[config.mk]
export PLATFORM = sky130hd
export DESIGN_NAME = xa_bf_param_xfer
export DESIGN_NICKNAME = d
export VERILOG_FILES = /design/src/rtl/xa_bf_param_xfer.sv
export SDC_FILE = /design/constraint.sdc
export NUM_CORES = 1
export LEC_CHECK = 0
export BUFFER_PORTS_ARGS = -buffer_cell sky130_fd_sc_hd__clkbuf_2
export CAP_MARGIN = 10
export CORE_ASPECT_RATIO = 1.5
export CORE_UTILIZATION = 53
export CTS_BUF_LIST = sky130_fd_sc_hd__clkbuf_8
export CTS_CLUSTER_SIZE = 8
export DETAILED_ROUTE_END_ITERATION = 8
export PLACE_DENSITY_LB_ADDON = 0.1
export RECOVER_POWER = 50
export SLEW_MARGIN = 30
export SYNTH_ARGS = -nofsm -noshare
export SYNTH_HDL_FRONTEND = slang
export SYNTH_SLANG_ARGS = --single-unit
export TNS_END_PERCENT = 1
[constraint.sdc]
create_clock -name i_clk156m -period 2.5 [get_ports i_clk156m]
set_clock_uncertainty 0.2 [all_clocks]
set_input_delay 0.125 -clock i_clk156m [delete_from_list [all_inputs] [get_ports i_clk156m]]
set_output_delay 0.125 -clock i_clk156m [all_outputs]
set_load 0.03 [all_outputs]
[src/rtl/xa_bf_param_xfer.sv]
// rtl/xa_bf_param_xfer.sv - beam-former parameter RAM-to-RAM transfer engine with frame-change abort
// Optional running checksum of transferred words: define XA_BF_PARAM_XFER_SUM_EN.
module xa_bf_param_xfer #(
    parameter logic [9:0] P_word_num  = 10'd64,
    parameter logic [1:0] P_src_lat   = 2'd2,
    parameter logic [3:0] P_frame_max = 4'h7
) (
    input  logic        i_clk156m,
    input  logic        i_arst_n,
    input  logic        i_param_start,
    input  logic [3:0]  i_frame_time,
    output logic        o_src_rd,
    output logic [9:0]  o_src_addr,
    input  logic [31:0] i_src_data,
    output logic        o_dst_we,
    output logic [9:0]  o_dst_addr,
    output logic [31:0] o_dst_data,
    input  logic        i_dst_ready,
    output logic        o_param_end,
    output logic        o_busy,
    output logic        o_abort,
    output logic [31:0] o_checksum
);
    localparam int          LAT   = int'(P_src_lat);
    localparam logic [10:0] WORDS = {1'b0, P_word_num};

    typedef enum logic [1:0] {S_IDLE, S_XFER, S_DRAIN, S_DONE} state_t;

    state_t         state;
    logic [10:0]    rd_cnt;
    logic [10:0]    wr_cnt;
    logic [2:0]     outstanding;
    logic [2:0]     occ;
    logic [LAT-1:0] vpipe;
    logic [LAT-1:0] vpipe_shift;
    logic [31:0]    buf_mem [4];
    logic [1:0]     wr_ptr;
    logic [1:0]     rd_ptr;
    logic [3:0]     frame_shadow;
    logic           frame_chg;
    logic           accept;
    logic           ret;

    assign frame_chg   = (i_frame_time != frame_shadow);
    assign ret         = vpipe[LAT-1];
    assign o_busy      = (state != S_IDLE);
    // Reads are throttled so buffered plus in-flight words never exceed the 4-entry buffer.
    assign o_src_rd    = (state == S_XFER) && (rd_cnt < WORDS) &&
                         (({1'b0, occ} + {1'b0, outstanding}) < 4'd4);
    assign o_src_addr  = rd_cnt[9:0];
    assign o_dst_we    = (occ != 3'd0);
    assign o_dst_addr  = wr_cnt[9:0];
    assign o_dst_data  = buf_mem[rd_ptr];
    assign accept      = o_dst_we & i_dst_ready;
    assign o_param_end = (state == S_DONE) && !frame_chg;

    always_comb begin
        vpipe_shift    = vpipe << 1;
        vpipe_shift[0] = o_src_rd;
    end

    always_ff @(posedge i_clk156m or negedge i_arst_n) begin
        if (!i_arst_n) begin
            state        <= S_IDLE;
            rd_cnt       <= '0;
            wr_cnt       <= '0;
            outstanding  <= '0;
            occ          <= '0;
            vpipe        <= '0;
            wr_ptr       <= '0;
            rd_ptr       <= '0;
            frame_shadow <= P_frame_max;
            o_abort      <= 1'b0;
            for (int i = 0; i < 4; i++) buf_mem[i] <= '0;
        end else begin
            frame_shadow <= i_frame_time;
            o_abort      <= 1'b0;
            if (state != S_IDLE && frame_chg) begin
                // Flushing the valid pipe is what discards late source data.
                state       <= S_IDLE;
                o_abort     <= 1'b1;
                rd_cnt      <= '0;
                wr_cnt      <= '0;
                outstanding <= '0;
                occ         <= '0;
                vpipe       <= '0;
                wr_ptr      <= '0;
                rd_ptr      <= '0;
            end else begin
                vpipe       <= vpipe_shift;
                outstanding <= outstanding + {2'b0, o_src_rd} - {2'b0, ret};
                occ         <= occ + {2'b0, ret} - {2'b0, accept};
                if (ret) begin
                    buf_mem[wr_ptr] <= i_src_data;
                    wr_ptr          <= wr_ptr + 2'd1;
                end
                if (accept) begin
                    rd_ptr <= rd_ptr + 2'd1;
                    wr_cnt <= wr_cnt + 11'd1;
                end
                if (o_src_rd) rd_cnt <= rd_cnt + 11'd1;
                case (state)
                    S_IDLE: if (i_param_start) begin
                        state       <= S_XFER;
                        rd_cnt      <= '0;
                        wr_cnt      <= '0;
                        outstanding <= '0;
                    end
                    S_XFER:  if (o_src_rd && rd_cnt == WORDS - 11'd1) state <= S_DRAIN;
                    S_DRAIN: if (accept && wr_cnt == WORDS - 11'd1) state <= S_DONE;
                    S_DONE:  state <= S_IDLE;
                    default: state <= S_IDLE;
                endcase
            end
        end
    end

`ifdef XA_BF_PARAM_XFER_SUM_EN
    logic [31:0] sum_acc;

    always_ff @(posedge i_clk156m or negedge i_arst_n) begin
        if (!i_arst_n) begin
            sum_acc    <= '0;
            o_checksum <= '0;
        end else if (state == S_IDLE && i_param_start) begin
            sum_acc <= '0;
        end else if (accept) begin
            sum_acc <= sum_acc + o_dst_data;
            if (state == S_DRAIN && wr_cnt == WORDS - 11'd1 && !frame_chg)
                o_checksum <= sum_acc + o_dst_data;
        end
    end
`else
    assign o_checksum = 32'd0;
`endif

endmodule

==> results.cfg, run 1 <==
[sta]
finalCritPeriodShare = 0.959
slew_viol_final = 68
finalCriticalPeriod_ns = 2.40
max-slew-margin-rel = -0.155
tns_ns = 0
setup_violations = 0
hold_violations = 0
tightest_slew_ns = 1.73
max_freq_mhz = 417

[floorplan]
chipWidth_um = 102
rows = 54
die_h_um = 152
start_util = 0.546
core_sq_mm = 0.0147
die_area_sq_mm = 0.0156
ios = 129

[power_and_ir_drop]
combPwrFrac = 0.415
p_leak_nw = 4.51
powerDensity_mw_per_mm2 = 1030
pwr-share-clk = 0.194
p_int_mw = 6.03
vdd_drop_max_v = 0.000558
p_sw_mw = 3.52
pwr-share-seq = 0.391
p_sw_frac = 0.369

[route]
avgViaCountPerCell = 5.23
routed_wl_um = 15000
drtPass1Iterations = 4
wl_per_cell_um = 16.9
ant_nets = 0
dr.first_iter.drc_count = 72
drc = 0
vias = 4661

[synthesis]
synth_area_sq_mm = 0.00800
netlist.area_leader.share = 0.519
yosysUniqueCellTypes = 39
yosysTopAreaCell = dfrtp_1
synth_cells = 550
ys_warn_count = 0
synth.area.top_cells = dfrtp_1 (52%), mux2_2 (17%), mux4_2 (9.0%)
seq_area_frac_synth = 0.529
synthFlopType = dfrtp_1
ys_ff_latch = 169
avgSynthCellArea_sq_um = 14.5
async_flop_share = 1.00
synth_edf_count = 0

[status]
outcome = finished with violations
violations = capacitance limit, slew limit

[setup_path]
cp_max_fo = 5
required_ns = 2.63
startpoint_type = register
crit_arrival_ns = 2.53
critical_path_class = reg -> reg
cp-end-kind = register

[cells_and_area]
instances_no_fill = 891
drive_gt1_frac = 0.435
syn_to_final_growth_pct = 15.4
fin_util = 0.630
n_antenna_cell = 0
nets = 740

[clocking]
clk_root_buffer_cell = clkbuf_8
clk_latency_ns = 0.45
cts_tree = yes
htreeDepth = 4
cts-buffers-inserted = 17
clk_pin_slew_ns = 0.08
cts_sinks = 169
clockBufferDepth = 2

[min_path]
hp-class = in -> reg

[global_route]
antenna_found_initial = 0
grt_usage = 0.213
grt_pass1_vias = 4987
grt_pass1_wl_um = 25200
grt-ovfl-total = 0
grt_max_degree = 69

[place]
numPortBuffers = 96
dp.cells = 818
dp.final_hpwl_um = 10100
place_congestion = 0.750

[flow_run]
drv_cap = 1
-- routing by layer --
layer  global-route usage  part of all wire  wire (um)
met1                0.255              0.40       6020
met2                0.370              0.56       8400
met3               0.0454             0.026        392
met4               0.0769             0.014        209
met5                    0                 0          0
-- flip-flops by register name, summed over array words and instances, names as in the netlist --
signal,flops
rd_ptr,2
occ,3
wr_cnt,11
rd_cnt,11
vpipe,2
o_abort,1
outstanding,3
wr_ptr,2
buf_mem,128
frame_shadow,4
state,2
-- final timing paths --
kind	start	to	slack, ns	cells past startpoint
worst max-delay path	occ[2]$_DFF_PN0_	outstanding[2]$_DFF_PN0_	0.10	10
worst min-delay path	i_frame_time[0]	frame_shadow[0]$_DFF_PN1_	0.14	2
worst max register to register	occ[2]$_DFF_PN0_	outstanding[2]$_DFF_PN0_	0.10	10
worst min register to register	vpipe[0]$_DFF_PN0_	vpipe[1]$_DFF_PN0_	0.28	1
max in group asynchronous	i_arst_n	rd_ptr[1]$_DFFE_PN0P_	0.35	3
min in group asynchronous	i_arst_n	buf_mem[103]$_DFFE_PN0P_	0.48	2
-- metrics by stage --
stage | hold slack [ns] | setup slack (ns) | total power [mW] | area (sq um)
floorplan | -0.371 | 0.00336 | 6.74 | 8130
global route | 0.118 | -0.0200 | 10.1 | 9230
global placement | -0.0386 | 0.126 | 7.60 | 8480
CTS | 0.0502 | 0.0495 | 9.68 | 9250
finish | 0.142 | 0.101 | 9.55 | 9230
detailed placement | -0.0213 | 0.0769 | 7.75 | 8480
-- what timing repair did --
item                       CTS  global route
setup endpoints to repair    0             2
gates resized for setup      0             3
hold buffers                39             0
hold endpoints to repair   240             0
buffers inserted             0             2
-- cells in the mapped netlist (7+ instances only) --
cell type  instances
dfrtp_1          166
mux2_2           119
buf_4             52
mux4_2            32
nor2_1            32
ha_1              16
xor2_1            14
buf_6             12
inv_1             12
xnor2_1           12
mux2_4             9
nand4_1            9
nor2b_1            8
nand3_1            7
-- cell type report --
class                      count  area [sq um]
timing repair buffer         158          1050
fill                        1204          5430
multi-input combinational    323          3270
clock inverter                14           133
inverter                      13          53.8
sequential                   169          4240
clock buffer                  18           248
tap                          196           245
-- power by group through the flow --
| stage | Clock [mW] | Combinational, mW | Sequential [mW] |
|---|---|---|---|
| 2_1_floorplan | 0 | 3.06 | 3.68 |
| 3_3_place_gp | 0 | 3.86 | 3.74 |
| 3_5_place_dp | 0 | 3.96 | 3.80 |
| 4_1_cts | 1.92 | 4.02 | 3.74 |
| 5_1_grt | 2.03 | 4.28 | 3.82 |
| 6_report | 1.85 | 3.96 | 3.74 |
-- layout by cell type, fill, tap and decap left out, drive strengths merged, types with 3 or more instances in the layout --
| cell | synthesis | routed |
|---|---|---|
| nor2 | 33 | 33 |
| nand2 | 9 | 9 |
| dlygate4sd3 | 0 | 39 |
| nor2b | 8 | 8 |
| conb | 1 | 32 |
| clkinv | 1 | 4 |
| clkinvlp | 0 | 5 |
| nand3 | 7 | 7 |
| clkbuf | 6 | 115 |
| nand4 | 9 | 9 |
| dfrtp | 166 | 166 |
| buf | 70 | 22 |
| inv | 12 | 16 |
| xor2 | 14 | 14 |
| mux4 | 32 | 32 |
| and3 | 3 | 3 |
| dfstp | 3 | 3 |
| mux2 | 128 | 128 |
| ha | 16 | 16 |
| xnor2 | 12 | 12 |
-- critical path: stages, from the launching register on --
cell and delay (ns):
dfrtp_2 0.45, ha_2 0.18, nor4_2 0.24, nand4_1 0.22
clkinv_4 0.09, ha_2 0.15, inv_1 0.05, fa_2 0.33
xor2_1 0.15, xnor2_1 0.16, nor2_1 0.05
-- cells by family after synthesis --
family	after synthesis	share of synthesized area
compound gates	10	0.0102
xor+xnor	26	0.0285
fa+ha+maj	18	0.0300
buf+inv	89	0.0783
flops	169	0.529
mux	162	0.277
other cells	1	0.000469
simple gates	75	0.0466
No activity file was read; power rests on OpenSTA's default activity.
==> run 2, diff against run 1 <==
CORE_UTILIZATION = 40   (was 53)
==> run 2 against run 1 <==
Net effect: the run still ends with capacitance limit, slew limit left; routed wire length is 6.9% higher; via count hardly changed; non-clock buffer count is 2 higher; power is 0.43% higher; critical path depth stayed put; register-to-register slack hardly changed; setup slack hardly changed; utilization is 15 points lower; combinational power is 3% higher; maximum frequency hardly changed; critical path type unchanged; critical endpoint is now occ[2]$_DFF_PN0_; largest cell class unchanged; highest routed layer unchanged.
==> results.cfg, run 2 (synthesized netlist as in run 1, its figures left out) <==
[status]
outcome = finished with violations
violations = capacitance limit, slew limit

[route]
dr.first_iter.drc_count = 208
wl_met2_um = 8320
drtPass1Iterations = 4
routed_wl_um = 16100
routed.top_layer = met4
wl_per_cell_um = 16.8
vias = 4662
avgViaCountPerCell = 4.87
wl_met3_um = 513
wl_met1_um = 6910
ant_nets = 0
drc = 0

[floorplan]
ios = 129
rows = 63
start_util = 0.406
core_sq_mm = 0.0197
chipWidth_um = 117
die_h_um = 175
die_area_sq_mm = 0.0206

[place]
place_area_sq_mm = 0.00865
dp.final_hpwl_um = 10400
numPortBuffers = 96
place_congestion = 0.732
post-place-ws_ns = 0.0487
dp.cells = 884

[setup_path]
startpoint_type = register
cp_max_fo = 4
critical_path_class = reg -> reg
crit_arrival_ns = 2.55
required_ns = 2.65
cp-end-kind = register
crit_chain = buf_4 -> o31a_1 -> ha_1 -> inv_1 -> ha_1 -> inv_1 -> fa_2 -> xor2_1 -> xnor2_1 -> nor2_1
slowest_stage = dfrtp_1
r2r_end = occ[2]$_DFF_PN0_
slowest_delay_ns = 0.40
reg2reg_slack_ns = 0.10
r2r_start = occ[2]$_DFF_PN0_
r2r_cells = 10

[clocking]
cts_tree = yes
cts_sinks = 169
clk_latency_ns = 0.46
htreeDepth = 4
clk_pin_slew_ns = 0.09
cts-buffers-inserted = 17
clockBufferDepth = 2
clk_root_buffer_cell = clkbuf_8

[global_route]
antenna_found_initial = 0
grt-ovfl-total = 0
grt_pass1_wl_um = 26800
grt_pass1_vias = 5019
grt_max_degree = 70
grt_usage = 0.169

[cells_and_area]
final_area_sq_mm = 0.00942
nets = 742
seq_area_sq_mm = 0.00424
regMostFlops = buf_mem
multiInputGateArea_sq_mm = 0.00330
layout_common_cells = dfrtp_1 (163), mux2_2 (119), clkbuf_2 (71)
reg.largest.list = buf_mem (128), rd_cnt (11), wr_cnt (11)
layout.cells.most_common = dfrtp_1
drive_gt1_frac = 0.442
n_antenna_cell = 0
largest_reg_flops = 128
fill_cells = 1792
syn_to_final_growth_pct = 17.7
instances_no_fill = 957

[sta]
layout_setup_ws_ns = 0.102
max-slew-margin-rel = -0.112
setup_violations = 0
finalCriticalPeriod_ns = 2.40
finalCritPeriodShare = 0.959
rsz0062_at_grt = true
hold_violations = 0
slew_viol_final = 62
tightest_slew_ns = 1.67
max_freq_mhz = 417

[min_path]
holdPathEnd = frame_shadow[2]$_DFF_PN1_
hp-class = in -> reg
whs_path_depth = 2
hold_path.startpoint = i_frame_time[2]

[power_and_ir_drop]
p_leak_nw = 4.54
vdd_drop_max_v = 0.000415
powerDensity_mw_per_mm2 = 1020
fin_total_pwr_mw = 9.60

[flow_run]
drv_cap = 1
run 2: cell count changes in the layout (fill, tap and decap cells not counted), moves of 2 or more:
cell,change
clkinv_2,-2
inv_1,-2
bufinv_16,-2
clkinv_4,+5
buf_12,+6
buf_4,-3
run 2: timing repair:
| item | 4_1_cts | 5_1_grt |
|---|---|---|
| endpoints found under the setup margin | 0 | 3 |
| endpoints found under the hold margin | 304 | 0 |
| hold buffers | 39 | 0 |
| resized for setup | 0 | 6 |
| buffers inserted | 0 | 2 |
run 2: metrics by stage:
stage / utilization / TNS [ns] / hold slack (ns)
2_1_floorplan: - / 0 / -0.371
3_3_place_gp: 0.439 / 0 / -0.0420
3_5_place_dp: 0.439 / 0 / -0.0299
4_1_cts: 0.477 / 0 / 0.00967
5_1_grt: 0.478 / -0.0483 / 0.0924
6_report: 0.478 / 0 / 0.121
run 2: routing by layer:
layer  global-route usage  up-vias
met5                    0        -
met4               0.0625        0
met3               0.0385       25
met2                0.291       89
met1                0.208     2426
li1                     -     2122
run 2: area by class of cell:
cell class | count | share of cell area
Clock inverter | 13 | 0.0105
Sequential cell | 169 | 0.450
Clock buffer | 19 | 0.0278
Multi-Input combinational cell | 323 | 0.351
Timing Repair Buffer | 160 | 0.121
Tap cell | 260 | 0.0345
Inverter | 13 | 0.00571
run 2: how the worst max path moves through the flow:
stage                             start                       end  slack, ns  depth (start not counted)
6_report               occ[2]$_DFF_PN0_          occ[2]$_DFF_PN0_       0.10                         10
5_1_grt        outstanding[2]$_DFF_PN0_  outstanding[2]$_DFF_PN0_      -0.03                         10
4_1_cts        outstanding[2]$_DFF_PN0_  outstanding[2]$_DFF_PN0_       0.03                         10
3_5_place_dp   outstanding[2]$_DFF_PN0_  outstanding[2]$_DFF_PN0_       0.05                         10
3_3_place_gp           occ[1]$_DFF_PN0_          occ[2]$_DFF_PN0_       0.15                         10
2_1_floorplan          occ[1]$_DFF_PN0_  outstanding[2]$_DFF_PN0_      0.003                         10
run 2: report_power, final:
group          total [mW]  switching [mW]  internal, mW  leakage [nW]
registers            3.74           0.364          3.38          2.26
clock network        1.77            1.03         0.743         0.172
logic                4.08            2.26          1.83          2.10
run 2: critical path: cells and delay by family, from the launching register on:
family | cells | cell delay [ns]
XOR/XNOR | 2 | 0.32
flip-flops | 1 | 0.40
adder cells (fa/ha/maj) | 3 | 0.76
buffers and inverters | 3 | 0.27
AND/OR/NAND/NOR | 1 | 0.05
AO/OA/AOI/OAI | 1 | 0.29
